File: src/rtl/idu_decode_stage.sv
// Decode stage between IFU and EXU. Decodes the incoming instruction into the
// EXU control bundle and holds it in a 2-entry FIFO: a main register feeding the
// outputs plus a skid register. in_ready depends only on stored state, never on
// out_ready.
module idu_decode_stage #(
  parameter int unsigned XLEN    = 64,
  parameter int unsigned HAS_M   = 1,
  parameter int unsigned HAS_SYS = 1
) (
  input  logic            clk,
  input  logic            rst,
  input  logic            flush,
  input  logic            in_valid,
  output logic            in_ready,
  input  logic [XLEN-1:0] in_pc,
  input  logic [31:0]     in_inst,
  output logic            out_valid,
  input  logic            out_ready,
  output logic [XLEN-1:0] out_pc,
  output logic [31:0]     out_inst,
  output logic [4:0]      alu_ct,
  output logic [2:0]      ext_op,
  output logic            reg_wr,
  output logic            alu_a_src,
  output logic [1:0]      alu_b_src,
  output logic [2:0]      branch,
  output logic            mem_wr,
  output logic [2:0]      mem_op,
  output logic [1:0]      reg_src,
  output logic            is_trunc,
  output logic            is_sext,
  output logic            intr_en,
  output logic            illegal
);

  localparam logic RV64  = (XLEN == 64);
  localparam logic M_EN  = (HAS_M != 0);
  localparam logic SY_EN = (HAS_SYS != 0);

  localparam logic [6:0] OPC_LUI      = 7'b0110111;
  localparam logic [6:0] OPC_AUIPC    = 7'b0010111;
  localparam logic [6:0] OPC_JAL      = 7'b1101111;
  localparam logic [6:0] OPC_JALR     = 7'b1100111;
  localparam logic [6:0] OPC_BRANCH   = 7'b1100011;
  localparam logic [6:0] OPC_LOAD     = 7'b0000011;
  localparam logic [6:0] OPC_STORE    = 7'b0100011;
  localparam logic [6:0] OPC_OP_IMM   = 7'b0010011;
  localparam logic [6:0] OPC_OP_IMM32 = 7'b0011011;
  localparam logic [6:0] OPC_OP       = 7'b0110011;
  localparam logic [6:0] OPC_OP32     = 7'b0111011;
  localparam logic [6:0] OPC_SYSTEM   = 7'b1110011;

  localparam logic [6:0] F7_BASE = 7'b0000000;
  localparam logic [6:0] F7_ALT  = 7'b0100000;
  localparam logic [6:0] F7_MUL  = 7'b0000001;

  typedef struct packed {
    logic [XLEN-1:0] pc;
    logic [31:0]     inst;
    logic [4:0]      alu_ct;
    logic [2:0]      ext_op;
    logic            reg_wr;
    logic            alu_a_src;
    logic [1:0]      alu_b_src;
    logic [2:0]      branch;
    logic            mem_wr;
    logic [2:0]      mem_op;
    logic [1:0]      reg_src;
    logic            is_trunc;
    logic            is_sext;
    logic            intr_en;
    logic            illegal;
  } entry_t;

  entry_t     dec;
  entry_t     m_q;
  entry_t     s_q;
  logic       m_valid;
  logic       s_valid;
  logic       legal;
  logic       is_mul;
  logic       accept;
  logic [6:0] opc;
  logic [2:0] f3;
  logic [6:0] f7;
  logic [5:0] f6;

  assign opc = in_inst[6:0];
  assign f3  = in_inst[14:12];
  assign f7  = in_inst[31:25];
  assign f6  = in_inst[31:26];

  // Combinational decode of the incoming instruction word
  always_comb begin
    dec           = '0;
    legal         = 1'b0;
    is_mul        = 1'b0;
    dec.alu_a_src = 1'b1;
    dec.branch    = 3'b010;
    case (opc)
      OPC_LUI, OPC_AUIPC: begin
        legal = 1'b1; dec.ext_op = 3'd5; dec.alu_a_src = 1'b0;
      end
      OPC_JAL: begin
        legal = 1'b1; dec.ext_op = 3'd6; dec.alu_a_src = 1'b0;
        dec.alu_b_src = 2'd2; dec.branch = 3'b110;
      end
      OPC_JALR: begin
        legal = (f3 == 3'b000); dec.ext_op = 3'd2; dec.alu_a_src = 1'b0;
        dec.alu_b_src = 2'd2; dec.branch = 3'b111;
      end
      OPC_BRANCH: begin
        legal = (f3 != 3'b010) && (f3 != 3'b011); dec.ext_op = 3'd4;
        dec.alu_b_src = 2'd1; dec.branch = f3 & 3'b101;
      end
      OPC_LOAD: begin
        dec.ext_op = 3'd2; dec.reg_src = 2'd1; legal = 1'b1;
        case (f3)
          3'b000:  dec.mem_op = 3'b111;
          3'b001:  dec.mem_op = 3'b110;
          3'b010:  dec.mem_op = 3'b101;
          3'b011:  begin dec.mem_op = 3'b100; legal = RV64; end
          3'b100:  dec.mem_op = 3'b011;
          3'b101:  dec.mem_op = 3'b010;
          3'b110:  begin dec.mem_op = 3'b001; legal = RV64; end
          default: legal = 1'b0;
        endcase
      end
      OPC_STORE: begin
        dec.ext_op = 3'd3; dec.mem_wr = 1'b1; legal = 1'b1;
        case (f3)
          3'b000:  dec.mem_op = 3'b011;
          3'b001:  dec.mem_op = 3'b010;
          3'b010:  dec.mem_op = 3'b001;
          3'b011:  begin dec.mem_op = 3'b100; legal = RV64; end
          default: legal = 1'b0;
        endcase
      end
      OPC_OP_IMM: begin
        dec.ext_op = 3'd2;
        // RV64 shifts use a 6-bit shamt, so only inst[31:26] is the function field
        if (f3 == 3'b001)
          legal = RV64 ? (f6 == 6'b000000) : (f7 == F7_BASE);
        else if (f3 == 3'b101)
          legal = RV64 ? ((f6 == 6'b000000) || (f6 == 6'b010000))
                       : ((f7 == F7_BASE) || (f7 == F7_ALT));
        else
          legal = 1'b1;
      end
      OPC_OP_IMM32: begin
        dec.ext_op = 3'd2; dec.is_trunc = 1'b1; dec.is_sext = 1'b1;
        legal = RV64 && ((f3 == 3'b000) ||
                         ((f3 == 3'b001) && (f7 == F7_BASE)) ||
                         ((f3 == 3'b101) && ((f7 == F7_BASE) || (f7 == F7_ALT))));
      end
      OPC_OP: begin
        dec.ext_op = 3'd1; dec.alu_b_src = 2'd1; is_mul = (f7 == F7_MUL);
        legal = (f7 == F7_BASE) ||
                ((f7 == F7_ALT) && ((f3 == 3'b000) || (f3 == 3'b101))) ||
                (is_mul && M_EN);
      end
      OPC_OP32: begin
        dec.ext_op = 3'd1; dec.alu_b_src = 2'd1; is_mul = (f7 == F7_MUL);
        dec.is_trunc = 1'b1; dec.is_sext = 1'b1;
        legal = RV64 && (((f7 == F7_BASE) && ((f3 == 3'b000) || (f3 == 3'b001) || (f3 == 3'b101))) ||
                         ((f7 == F7_ALT) && ((f3 == 3'b000) || (f3 == 3'b101))) ||
                         (is_mul && M_EN && (f3 != 3'b001) && (f3 != 3'b010) && (f3 != 3'b011)));
      end
      OPC_SYSTEM: begin
        dec.ext_op = 3'd2; dec.reg_src = 2'd2; dec.alu_a_src = 1'b0;
        dec.intr_en = 1'b1; legal = SY_EN && (f3 != 3'b100);
      end
      default: legal = 1'b0;
    endcase
    dec.alu_ct = {is_mul, f7[5], f3};
    dec.reg_wr = (dec.ext_op == 3'd1) || (dec.ext_op == 3'd2) ||
                 (dec.ext_op == 3'd5) || (dec.ext_op == 3'd6);
    // Illegal entries still flow to the trap unit, but with every control cleared
    if (!legal) begin
      dec         = '0;
      dec.illegal = 1'b1;
    end
    dec.pc   = in_pc;
    dec.inst = in_inst;
  end

  assign in_ready = ~s_valid & ~rst;
  assign accept   = in_valid & in_ready & ~flush;

  // Main/skid FIFO update; flush drops both entries and any same-cycle input
  always_ff @(posedge clk) begin
    if (rst) begin
      m_q     <= '0;
      s_q     <= '0;
      m_valid <= 1'b0;
      s_valid <= 1'b0;
    end else if (flush) begin
      m_valid <= 1'b0;
      s_valid <= 1'b0;
    end else if (!m_valid || out_ready) begin
      if (s_valid) begin
        m_q     <= s_q;
        m_valid <= 1'b1;
        s_valid <= 1'b0;
      end else begin
        m_valid <= accept;
        if (accept) m_q <= dec;
      end
    end else if (accept) begin
      s_q     <= dec;
      s_valid <= 1'b1;
    end
  end

  assign out_valid = m_valid;
  assign out_pc    = m_q.pc;
  assign out_inst  = m_q.inst;
  assign alu_ct    = m_q.alu_ct;
  assign ext_op    = m_q.ext_op;
  assign reg_wr    = m_q.reg_wr;
  assign alu_a_src = m_q.alu_a_src;
  assign alu_b_src = m_q.alu_b_src;
  assign branch    = m_q.branch;
  assign mem_wr    = m_q.mem_wr;
  assign mem_op    = m_q.mem_op;
  assign reg_src   = m_q.reg_src;
  assign is_trunc  = m_q.is_trunc;
  assign is_sext   = m_q.is_sext;
  assign intr_en   = m_q.intr_en;
  assign illegal   = m_q.illegal;

endmodule

File: config.mk
export PLATFORM = sky130hd
export DESIGN_NAME = idu_decode_stage
export DESIGN_NICKNAME = d
export VERILOG_FILES = /design/src/rtl/idu_decode_stage.sv
export SDC_FILE = /design/constraint.sdc
export NUM_CORES = 1
export LEC_CHECK = 0
export CAP_MARGIN = 10
export CORE_UTILIZATION = 50
export CTS_CLUSTER_DIAMETER = 40
export DETAILED_ROUTE_END_ITERATION = 8
export DONT_BUFFER_PORTS = 1
export GPL_TIMING_DRIVEN = 0
export PLACE_DENSITY_LB_ADDON = 0.1
export SYNTH_ARGS = -nofsm -noshare
export SYNTH_HDL_FRONTEND = slang
export SYNTH_SLANG_ARGS = --single-unit
export TNS_END_PERCENT = 100
File: constraint.sdc
create_clock -name clk -period 4.54 [get_ports clk]
set_input_delay 0.454 -clock clk [delete_from_list [all_inputs] [get_ports clk]]
set_output_delay 0.454 -clock clk [all_outputs]
set_load 0.05 [all_outputs]
==> impl_metrics.csv <==
group,metric,value,unit
timing,fin_crit,3017,ps
drt,drc,0,
yosys,synth-seq-cells,240,
timing,hold_violations,0,
drt,drt-initial-drc-count,488,
clock_tree,clockRootBuffer,"clkbuf_16",
drt,first_pass_iters,5,
clock_tree,cts_buffers,36,
cells_and_area,final_net_count,1325,
critical_path,crit_type,"register to register",
floorplan,start_util,51.03,%
cells_and_area,synthToLayoutAreaGrowth,15.97,%
floorplan,io_pins,224,
pwr,power.internal,0.004093,W
run,drv_cap,0,
yosys,synth-async-reset-ratio,0,%
critical_path,cp-end-kind,"register",
clock_tree,cts_setup_buffers,0,
timing,timing.final.crit_share,66.46,%
timing,worstMarginPinSlew,935.5,ps
critical_path,reg2regPathDepth,6,
clock_tree,cts_max_path_buffers,3,
floorplan,num_rows,51,
drt,routed_wl,27950,um
timing,clock_skew,13.46,ps
yosys,syn_nets,1287,
floorplan,core,0.01953,sq mm
critical_path,startpoint_type,"register",
timing,fin_tns_setup,0,ps
place,numPortBuffers,0,
yosys,synth.distinct_cells,52,
critical_path,rr_endpoint,"reg_src[0]$_SDFFE_PP0P_",
cells_and_area,final_cells,1516,
timing,rsz0062_at_grt,"false",
grt,grt_pass1_wl,43060,um
drt,post_drt_wl_per_cell,18.44,um
timing,finalSetupViolCount,0,
timing,timing.slew.headroom,37.29,%
cells_and_area,final_util,59.18,%
yosys,yosysWarnings,0,
critical_path,critPathMaxFanout,10,
yosys,ys_seq_area_share,48.22,%
yosys,avgSynthCellArea,8.402,sq um
clock_tree,h-tree-depth,2,
grt,grt_max_degree,13,
grt,grt_antenna_before_repair,0,
critical_path,crit_start,"out_valid$_SDFFE_PP0P_",
yosys,netlist_instances,1186,
clock_tree,cts_resized,0,
pwr,ir_worst_vdd,0.3263,mV
clock_tree,cts_tree,"done",
clock_tree,hold_buffers,0,
status,run_status,"finished clean",
clock_tree,clock_latency,500,ps
yosys,synthFlopType,"dfxtp_1",
critical_path,required,4970,ps
pwr,p_leak,3.736,nW
clock_tree,cts.sinks,240,
cells_and_area,num_antenna_cells,0,
grt,gr-usage-all-layers,27.06,%
drt,vias_per_cell,5.656,
critical_path,worst-r2r-setup-slack,1520,ps
pwr,p_per_area,477.7,mW/mm^2
critical_path,worstPathArrival,3450,ps
hold_path,hp-class,"primary input to register",
pwr,clkPwrFrac,51.8,%
timing,whs,26.67,ps
pwr,p_sw,0.001427,W
pwr,seq_power_share,43.5,%
floorplan,die_area,0.02050,sq mm
place,gp_congestion,0.8994,
place,dp_hpwl,19730,um
timing,max_freq,331.4,MHz
drt,antenna_left,0,
floorplan,die_x,143.2,um
grt,grt_pass1_vias,7934,
pwr,p_sw_share,25.86,%
pwr,combPwrFrac,4.7,%
yosys,synth_edf_count,0,
cells_and_area,fillers,1817,
critical_path,critPathCapture,"reg_src[0]$_SDFFE_PP0P_",
grt,gr-total-overflow,0,
floorplan,die_y,143.2,um
place,dp_cells,1451,
cells_and_area,drive_gt1_share,7.034,%
clock_tree,clkSlewWorstSetupHoldPaths,60,ps
critical_path,r2r_start,"out_valid$_SDFFE_PP0P_",
timing,slew_violations,0,
drt,via_count,8574,
yosys,netlist_area,0.009965,sq mm
==> power by group through the flow <==
stage | logic (W) | registers [W] | clock network [W]
after global placement | 0.000257 | 0.00245 | 0
final | 0.000260 | 0.00240 | 0.00286
after floorplan | 0.000197 | 0.00243 | 0
after CTS | 0.000260 | 0.00240 | 0.00290
after detailed placement | 0.000258 | 0.00245 | 0
after global routing | 0.000291 | 0.00241 | 0.00299
==> critical path: stages, from the launching register on <==
cell	delay, ps
dfxtp_1	500
nor2b_1	260
nor3_2	710
clkbuf_1	640
clkbuf_1	550
o21ai_0	170
nor2_1	110
==> layer usage <==
metal	global-route usage, %	wire, um
met2	43.21	12750
met1	35.09	12110
met5	0	0
met3	7.411	2391
met4	9.055	706
==> placed cells by master (no fill, tap or decap), drive strengths merged, types with 4 or more instances in the layout <==
cell type | synthesis | routed
a211oi | 104 | 104
a21oi | 151 | 151
and3 | 4 | 4
buf | 21 | 21
bufinv | 0 | 5
clkbuf | 89 | 131
clkinv | 0 | 9
clkinvlp | 0 | 4
dfxtp | 240 | 240
inv | 9 | 14
mux2i | 92 | 92
nand2 | 219 | 219
nand3 | 7 | 7
nor2 | 135 | 135
nor3 | 18 | 18
o211ai | 12 | 12
o21ai | 35 | 35
o21bai | 5 | 5
or3 | 4 | 4
==> worst min-delay path by stage <==
stage	start	endpoint	slack (ps)	cells past startpoint
after detailed placement	s_q[21]$_SDFFE_PP0P_	s_q[21]$_SDFFE_PP0P_	440	2
after global placement	s_q[19]$_SDFFE_PP0P_	s_q[19]$_SDFFE_PP0P_	440	2
final	flush	out_valid$_SDFFE_PP0P_	30	1
after floorplan	s_q[9]$_SDFFE_PP0P_	s_q[9]$_SDFFE_PP0P_	430	2
after CTS	flush	out_valid$_SDFFE_PP0P_	10	1
after global routing	flush	out_valid$_SDFFE_PP0P_	10	1
==> through the flow <==
stage               instance area, sq um  setup WS (ps)  total power [W]
finish                             11560           1523         0.005521
global route                       11560           1382         0.005694
CTS                                11560           1458         0.005559
detailed placement                 10300           1203         0.002707
global placement                   10300           1259         0.002704
floorplan                           9965           2392         0.002629
==> sequential cells by signal, indices dropped and copies added, names as in the netlist, 2 cells and up <==
| signal | cells |
|---|---|
| s_q | 119 |
| out_pc | 64 |
| out_inst | 32 |
| alu_ct | 5 |
| branch | 3 |
| ext_op | 3 |
| mem_op | 3 |
| alu_b_src | 2 |
| reg_src | 2 |
==> kinds of logic after synthesis <==
kind of cell | Yosys count | share of synthesized area [%]
AOI/OAI and AO/OA | 326 | 20.45
xor gates and xnor gates | 1 | 0.08791
buffers and inverters | 119 | 5.048
DFF | 240 | 48.22
muxes | 92 | 9.242
and+or+nand+nor | 408 | 16.95
==> synthesized netlist by cell type (3+ instances only) <==
| master | instances | share of area [%] |
|---|---|---|
| buf_1 | 7 | 0.26 |
| o21ai_0 | 35 | 1.8 |
| buf_6 | 4 | 0.45 |
| nor4_1 | 3 | 0.19 |
| mux2i_1 | 92 | 9.2 |
| clkbuf_1 | 88 | 3.3 |
| nor3_1 | 16 | 0.80 |
| and3_1 | 3 | 0.19 |
| nand2_1 | 219 | 8.2 |
| o21bai_1 | 5 | 0.38 |
| a21oi_1 | 151 | 7.6 |
| nor2_1 | 135 | 5.1 |
| dfxtp_1 | 240 | 48 |
| nand3_1 | 7 | 0.35 |
| inv_1 | 9 | 0.34 |
| nor2b_1 | 3 | 0.19 |
| o31a_1 | 3 | 0.26 |
| or3_1 | 4 | 0.25 |
| buf_2 | 6 | 0.30 |
| a211oi_1 | 104 | 7.8 |
| o211ai_1 | 11 | 0.83 |
| buf_4 | 4 | 0.30 |
==> area by class of cell <==
| type | count | area, sq um | area share [%] |
|---|---|---|---|
| sequential | 240 | 4805 | 41.58 |
| multi-input combinational | 827 | 4657 | 40.30 |
| clock buffer | 42 | 965.9 | 8.359 |
| buffer | 110 | 469.2 | 4.060 |
| tap | 265 | 331.6 | 2.869 |
| clock inverter | 23 | 294.0 | 2.544 |
| inverter | 9 | 33.78 | 0.2923 |
(Power assumes the default switching activity.)
